## src/rtl/bcd_scan_pkg.sv

```systemverilog
// Shared types and constants for the SN74145 scan controller.
// Latency: n/a (package only).
// Backpressure: n/a (package only).
// Contents: FSM state encoding, decoder enable triples {cs, n_cs_0, n_cs_1}, BCD range check.
package bcd_scan_pkg;

  typedef enum logic [1:0] {
    ST_IDLE  = 2'd0,
    ST_BLANK = 2'd1,
    ST_SHOW  = 2'd2
  } state_e;

  // Decoder enable triples, ordered {cs, n_cs_0, n_cs_1}.
  localparam logic [2:0] DEC_ON  = 3'b100;
  localparam logic [2:0] DEC_OFF = 3'b011;

  // A nibble is a displayable decimal digit only in 0..9.
  function automatic logic bcd_valid(input logic [3:0] d);
    return (d <= 4'd9);
  endfunction

endpackage

```

## src/rtl/scan_timer_v.sv

```systemverilog
// Reloadable down-counter that times the BLANK and SHOW phases.
// Latency: done_o is high in the last cycle of a start_i-loaded interval of load_i cycles.
// Backpressure: none; free-running once loaded, parks at zero.
// Ports:
//   clk_i      clock, rising edge
//   n_rst_i    synchronous active-low reset
//   start_i    reload the counter with load_i on this edge
//   load_i     interval length in cycles (>=1)
//   cnt_nxt_o  value the counter takes on the next edge
//   done_o     current cycle is the last cycle of the interval
module scan_timer_v #(
  parameter int W = 4
) (
  input  logic         clk_i,
  input  logic         n_rst_i,
  input  logic         start_i,
  input  logic [W-1:0] load_i,
  output logic [W-1:0] cnt_nxt_o,
  output logic         done_o
);

  logic [W-1:0] cnt_q, cnt_d;

  always_comb begin
    cnt_d = cnt_q;
    if (start_i) begin
      cnt_d = load_i;
    end else if (cnt_q != '0) begin
      cnt_d = cnt_q - W'(1);
    end
  end

  always_ff @(posedge clk_i) begin
    if (!n_rst_i) begin
      cnt_q <= '0;
    end else begin
      cnt_q <= cnt_d;
    end
  end

  // The counter holds load_i in the first cycle of the interval and 1 in the last.
  assign cnt_nxt_o = cnt_d;
  assign done_o    = (cnt_q == W'(1));

endmodule

```

## src/rtl/bcd_scan_ctrl_v.sv

```systemverilog
// Multiplexed scan controller driving an SN74145 decoder with one-hot digit selects.
// Latency: all outputs registered; first lit cycle is 1+BLANK_CYC cycles after i_en rises.
// Backpressure: o_load_ready drops while a mid-frame load waits for the frame wrap.
// Ports:
//   i_clk, i_n_rst            clock, synchronous active-low reset
//   i_en                      1 = scanning, 0 = dark
//   i_load_valid/i_load_data  new display value (digit k at [4k+3:4k]); o_load_ready accepts
//   o_a..o_d                  BCD to decoder (a = weight 8)
//   o_cs, o_n_cs_0, o_n_cs_1  decoder enables
//   o_digit_sel, o_digit_idx  one-hot digit drive and addressed index
//   o_frame_done              pulse in the last cycle of each full scan
module bcd_scan_ctrl_v
  import bcd_scan_pkg::*;
#(
  parameter int N_DIGITS  = 4,
  parameter int DWELL_CYC = 1000,
  parameter int BLANK_CYC = 16
) (
  input  logic                        i_clk,
  input  logic                        i_n_rst,
  input  logic                        i_en,
  input  logic                        i_load_valid,
  input  logic [4*N_DIGITS-1:0]       i_load_data,
  output logic                        o_load_ready,
  output logic                        o_a,
  output logic                        o_b,
  output logic                        o_c,
  output logic                        o_d,
  output logic                        o_cs,
  output logic                        o_n_cs_0,
  output logic                        o_n_cs_1,
  output logic [N_DIGITS-1:0]         o_digit_sel,
  output logic [$clog2(N_DIGITS)-1:0] o_digit_idx,
  output logic                        o_frame_done
);

  localparam int IW   = $clog2(N_DIGITS);
  localparam int DW   = 4 * N_DIGITS;
  localparam int MAXC = (DWELL_CYC > BLANK_CYC) ? DWELL_CYC : BLANK_CYC;
  localparam int TW   = $clog2(MAXC + 1);

  localparam logic [IW-1:0]       LAST_IDX = IW'(N_DIGITS - 1);
  localparam logic [TW-1:0]       DWELL_LD = TW'(DWELL_CYC);
  localparam logic [TW-1:0]       BLANK_LD = TW'(BLANK_CYC);
  localparam logic [N_DIGITS-1:0] SEL_ONE  = N_DIGITS'(1);

  state_e        state_q, state_d;
  logic [IW-1:0] idx_q, idx_d;
  logic [DW-1:0] act_q, act_d;
  logic [DW-1:0] sh_q, sh_d;
  logic          pend_q, pend_d;

  logic [2:0]          dec_q, dec_d;
  logic [3:0]          abcd_q, abcd_d;
  logic [N_DIGITS-1:0] sel_q, sel_d;
  logic                fd_q, fd_d;
  logic                rdy_q, rdy_d;

  logic          wrap, to_idle, xfer;
  logic          t_start, t_done;
  logic [TW-1:0] t_load, t_cnt_nxt;
  logic [3:0]    digit;

  // ---------------- FSM and digit index ----------------
  always_comb begin
    state_d = state_q;
    idx_d   = idx_q;
    wrap    = 1'b0;
    to_idle = 1'b0;
    case (state_q)
      ST_IDLE: begin
        if (i_en) begin
          state_d = ST_BLANK;
          idx_d   = '0;
        end
      end
      ST_BLANK: begin
        if (!i_en) begin
          to_idle = 1'b1;
        end else if (t_done) begin
          state_d = ST_SHOW;
        end
      end
      ST_SHOW: begin
        if (!i_en) begin
          to_idle = 1'b1;
        end else if (t_done) begin
          state_d = ST_BLANK;
          if (idx_q == LAST_IDX) begin
            idx_d = '0;
            wrap  = 1'b1;
          end else begin
            idx_d = idx_q + IW'(1);
          end
        end
      end
      default: state_d = ST_IDLE;
    endcase
    if (to_idle) begin
      state_d = ST_IDLE;
      idx_d   = '0;
    end
  end

  // Every entry into BLANK or SHOW reloads the shared timer.
  assign t_start = (state_d != state_q) && (state_d != ST_IDLE);
  assign t_load  = (state_d == ST_SHOW) ? DWELL_LD : BLANK_LD;

  scan_timer_v #(.W(TW)) u_timer (
    .clk_i     (i_clk),
    .n_rst_i   (i_n_rst),
    .start_i   (t_start),
    .load_i    (t_load),
    .cnt_nxt_o (t_cnt_nxt),
    .done_o    (t_done)
  );

  // ---------------- Load handshake ----------------
  // While scanning, new data parks in the shadow register so the active
  // register only changes at a frame boundary (or when the display goes dark).
  assign xfer = i_load_valid && rdy_q;

  always_comb begin
    act_d  = act_q;
    sh_d   = sh_q;
    pend_d = pend_q;
    if (state_q == ST_IDLE) begin
      if (xfer) act_d = i_load_data;
    end else if (to_idle) begin
      if (xfer) begin
        act_d = i_load_data;
      end else if (pend_q) begin
        act_d = sh_q;
      end
      pend_d = 1'b0;
    end else begin
      if (wrap && pend_q) begin
        act_d  = sh_q;
        pend_d = 1'b0;
      end
      // xfer implies no load was pending, so this never clobbers the copy above.
      if (xfer) begin
        sh_d   = i_load_data;
        pend_d = 1'b1;
      end
    end
    rdy_d = !pend_d;
  end

  // ---------------- Output decode ----------------
  // Outputs are decoded from next-state values so the registered outputs
  // line up exactly with the registered state.
  assign digit = act_d[{idx_d, 2'b00} +: 4];

  always_comb begin
    dec_d  = DEC_OFF;
    abcd_d = '0;
    sel_d  = '0;
    fd_d   = 1'b0;
    case (state_d)
      ST_BLANK: abcd_d = digit;
      ST_SHOW: begin
        abcd_d = digit;
        sel_d  = SEL_ONE << idx_d;
        if (bcd_valid(digit)) dec_d = DEC_ON;
        fd_d   = (idx_d == LAST_IDX) && (t_cnt_nxt == TW'(1));
      end
      default: ;
    endcase
  end

  always_ff @(posedge i_clk) begin
    if (!i_n_rst) begin
      state_q <= ST_IDLE;
      idx_q   <= '0;
      act_q   <= '0;
      sh_q    <= '0;
      pend_q  <= 1'b0;
      dec_q   <= DEC_OFF;
      abcd_q  <= '0;
      sel_q   <= '0;
      fd_q    <= 1'b0;
      rdy_q   <= 1'b1;
    end else begin
      state_q <= state_d;
      idx_q   <= idx_d;
      act_q   <= act_d;
      sh_q    <= sh_d;
      pend_q  <= pend_d;
      dec_q   <= dec_d;
      abcd_q  <= abcd_d;
      sel_q   <= sel_d;
      fd_q    <= fd_d;
      rdy_q   <= rdy_d;
    end
  end

  assign {o_cs, o_n_cs_0, o_n_cs_1} = dec_q;
  assign {o_a, o_b, o_c, o_d}       = abcd_q;
  assign o_digit_sel                = sel_q;
  assign o_digit_idx                = idx_q;
  assign o_frame_done               = fd_q;
  assign o_load_ready               = rdy_q;

endmodule

```

## config.mk

```make
export PLATFORM = sky130hd
export DESIGN_NAME = bcd_scan_ctrl_v
export DESIGN_NICKNAME = d
export VERILOG_FILES = /design/src/rtl/bcd_scan_pkg.sv /design/src/rtl/scan_timer_v.sv /design/src/rtl/bcd_scan_ctrl_v.sv
export SDC_FILE = /design/constraint.sdc
export NUM_CORES = 1
export LEC_CHECK = 0
export BUFFER_PORTS_ARGS = -buffer_cell sky130_fd_sc_hd__buf_4
export CAP_MARGIN = 15
export CORE_MARGIN = 5
export CORE_UTILIZATION = 60
export CTS_BUF_LIST = sky130_fd_sc_hd__clkbuf_16
export DETAILED_ROUTE_END_ITERATION = 7
export HOLD_SLACK_MARGIN = 0.08
export PLACE_DENSITY = 0.81
export SYNTH_ARGS = -nofsm -noshare
export SYNTH_HDL_FRONTEND = slang
export SYNTH_SLANG_ARGS = --single-unit
```

## constraint.sdc

```tcl
create_clock -name i_clk -period 4.3 [get_ports i_clk]
set_input_delay 0.215 -clock i_clk [delete_from_list [all_inputs] [get_ports i_clk]]
set_output_delay 0.215 -clock i_clk [all_outputs]
set_load 0.05 [all_outputs]
```

==> reports/metrics.cfg <==
[detailed_routing]
wirelength_mm=8.51
routed-via-count=3127
drc=0
wl_per_cell_um=16.4
dr.pass1.iters=5
vias_per_cell=6.03
antenna_left=0
drt-initial-drc-count=180

[sta]
period_share_pct=75.1
maxSlewHeadroom_pct=31.8
tns_ns=0
fmax_ghz=0.310
rsz0062_at_grt=false
finalSetupViolations=0
hold_viol=0
drv_slew=0
tightest_slew_ns=1.02
fin_skew_ns=0.00695
holdWs_ns=0.142
fin_crit_ns=3.23

[die]
start_util_pct=61.1
die_width_um=84.6
num_rows=27
fp.dieArea_um2=7160
core-area_um2=5470
ios=35
die_y_um=84.6

[power_and_ir_drop]
powerDensity_nw_per_um2=528
p_sw_share_pct=34.5
power_switching_uw=701
p_seq_share_pct=35.0
power.leakage_uw=0.00157
p_int_uw=1330
p_clk_share_pct=33.8
p_comb_share_pct=31.2
peakVddDrop_mv=0.442

[global_route]
grt_pass1_vias=3020
grt_pass1_wl_mm=14.4
grt_usage_pct=24.7
grt_overflow=0
grt_max_degree=26
antenna_found_initial=0

[worst_setup_path]
ff2ff_path_depth=10
ff2ff_setup_slack_ns=1.07
critical_path_required_ns=4.51
worstSetupPathType=register to register
crit_path_end_kind=register
arrival_ns=3.44
critPathLaunchType=register
r2r-start=state_q[1]$_SDFF_PN0_
crit_fanout=20
timing.rr.end=dec_q[2]$_SDFF_PN0_

[layout]
final_common_cell=nand2_1
drive_above_1_share_pct=14.3
areaGrowthSynthToFinish_pct=15.2
layout_common_cells=nand2_1, dfxtp_1, buf_4
n_antenna_cell=0
nets=472
n_fill_cell=450
seqCellArea_um2=1180
multi_input_area_um2=1980

[clocking]
hold_buffers=0
cts_tree=built
cts.reportedPaths.clkPinSlew_ns=0.05
htreeDepth=3
postCtsSetupBuffers=0
cts_buffer_depth=2
clock-sinks=59
post_cts_resized=0
worstSkewPairLatency_ns=0.33
root_buffer=clkbuf_16
numCtsBuffers=9

[logic_synthesis]
synth_edf_count=0
yosys_most_used_dff=dfxtp_1
synth_top_family_by_area=simple AND/OR/NAND/NOR gates
synth_compound_area_share_pct=18.7
synth_adder_area_share_pct=3.74
synth_top_area_share_pct=35.3
yosysSeqAreaShare_pct=35.3
ys_seq_elements=59
netlist_area_um2=3340
synth_cell_types=56
synth_xor_area_share_pct=2.10
synthMuxAreaShare_pct=7.38
yosysWarnings=0
syn_avg_cell_area_um2=7.94
synth_area_leader_cell=dfxtp_1
async_flop_share_pct=0
synth_area_leaders=dfxtp_1, nand2_1, mux2i_1, a21oi_1, ha_1
synth_nets=451
synthCells=421
yosys.area_share.simple_pct=27.2

[min_path]
min_delay_worst_endpoint=sh_q[13]$_SDFFE_PN0P_
min_from=i_load_data[13]
hp-class=input port to register
min_path_cells=3

[place]
dpl.hpwl_mm=5.60
port_buffers=34
routabilityCongestion=0.836

[status]
outcome=finished clean

[flow_run]
drv_cap=0

==> sequential cells by signal, indices dropped and copies added, names as in the netlist, 2 cells and up <==
signal,flops
abcd_q,4
sh_q,16
act_q,16
u_timer.cnt_q,10
state_q,2
dec_q,2
o_digit_sel,4
o_digit_idx,2
==> area by class of cell <==
class                      instances  share of cell area [%]
multi-input combinational        324                    51.3
sequential                        59                    30.7
timing repair buffer              37                    7.21
clock buffer                       9                    5.85
tap                               72                    2.34
clock inverter                     7                    1.56
inverter                          11                    1.07
==> routing by layer <==
| layer | routed length [µm] | global-route usage [%] | vias up | part of all wire, % |
|---|---|---|---|---|
| met5 | 0 | 0 | - | 0 |
| met4 | 180 | 12.9 | 0 | 2.1 |
| met3 | 482 | 5.20 | 19 | 5.7 |
| met2 | 4230 | 41.1 | 116 | 50 |
| met1 | 3620 | 29.9 | 1479 | 43 |
| li1 | - | - | 1513 | - |
==> Yosys cell counts, drive strengths merged, types with 4 or more instances <==
cell and number:
inv 11, o2111a 8, dfxtp 59, mux2i 19, a21oi 33, mux2 5, nand3 11, a31oi 14
ha 10, nor4 6, xnor2 5, a211oi 5, and3 6, o21ai 8, nor2 28, nor3b 4
buf 7, clkbuf 20, a21o 4, nand2 105, nand2b 4, and2 13
==> worst max-delay path: stages (launching register included) <==
cell and delay, ns:
dfxtp_1 0.36, inv_1 0.14, ha_1 0.61, nand2_1 0.19, nand2_1 0.10, a21oi_1 0.09, a211oi_4 0.78, mux2i_1 0.18
mux2i_1 0.35, nor2_1 0.12, o21ba_1 0.20
==> stage by stage <==
stage	cells	total power (µW)	cell area [µm²]	worst slack, ns	util (%)
global placement	503	1320	3570	1.26	65.2
CTS	519	2020	3850	1.10	70.4
finish	519	2030	3850	1.07	70.4
detailed placement	503	1340	3570	1.19	65.2
global route	519	2160	3850	0.867	70.4
floorplan	421	1210	3340	1.77	-
==> how the worst max path moves through the flow <==
stage | to | startpoint | slack (ns) | cells after the start
after global routing | dec_q[2]$_SDFF_PN0_ | state_q[0]$_SDFF_PN0_ | 0.87 | 10
after CTS | dec_q[2]$_SDFF_PN0_ | state_q[1]$_SDFF_PN0_ | 1.10 | 10
final | dec_q[2]$_SDFF_PN0_ | state_q[1]$_SDFF_PN0_ | 1.07 | 10
after global placement | dec_q[2]$_SDFF_PN0_ | state_q[1]$_SDFF_PN0_ | 1.26 | 10
after floorplan | dec_q[2]$_SDFF_PN0_ | o_digit_idx[0]$_SDFF_PN0_ | 1.77 | 11
after detailed placement | dec_q[2]$_SDFF_PN0_ | state_q[1]$_SDFF_PN0_ | 1.19 | 9
==> power groups by stage <==
stage          Clock [µW]  Combinational, µW  Sequential [µW]
2_1_floorplan           0                497              711
3_3_place_gp            0                610              715
3_5_place_dp            0                620              719
4_1_cts               684                630              710
5_1_grt               721                713              724
6_report              686                635              712
==> kinds of logic after synthesis <==
logic type                 Yosys count
xor gates and xnor gates             8
muxes                               24
and+or+nand+nor                    191
DFF                                 59
adders and majority gates           10
buffers and inverters               38
AOI/OAI and AO/OA                   91
Note: power is estimated with default switching activity, not from simulation.
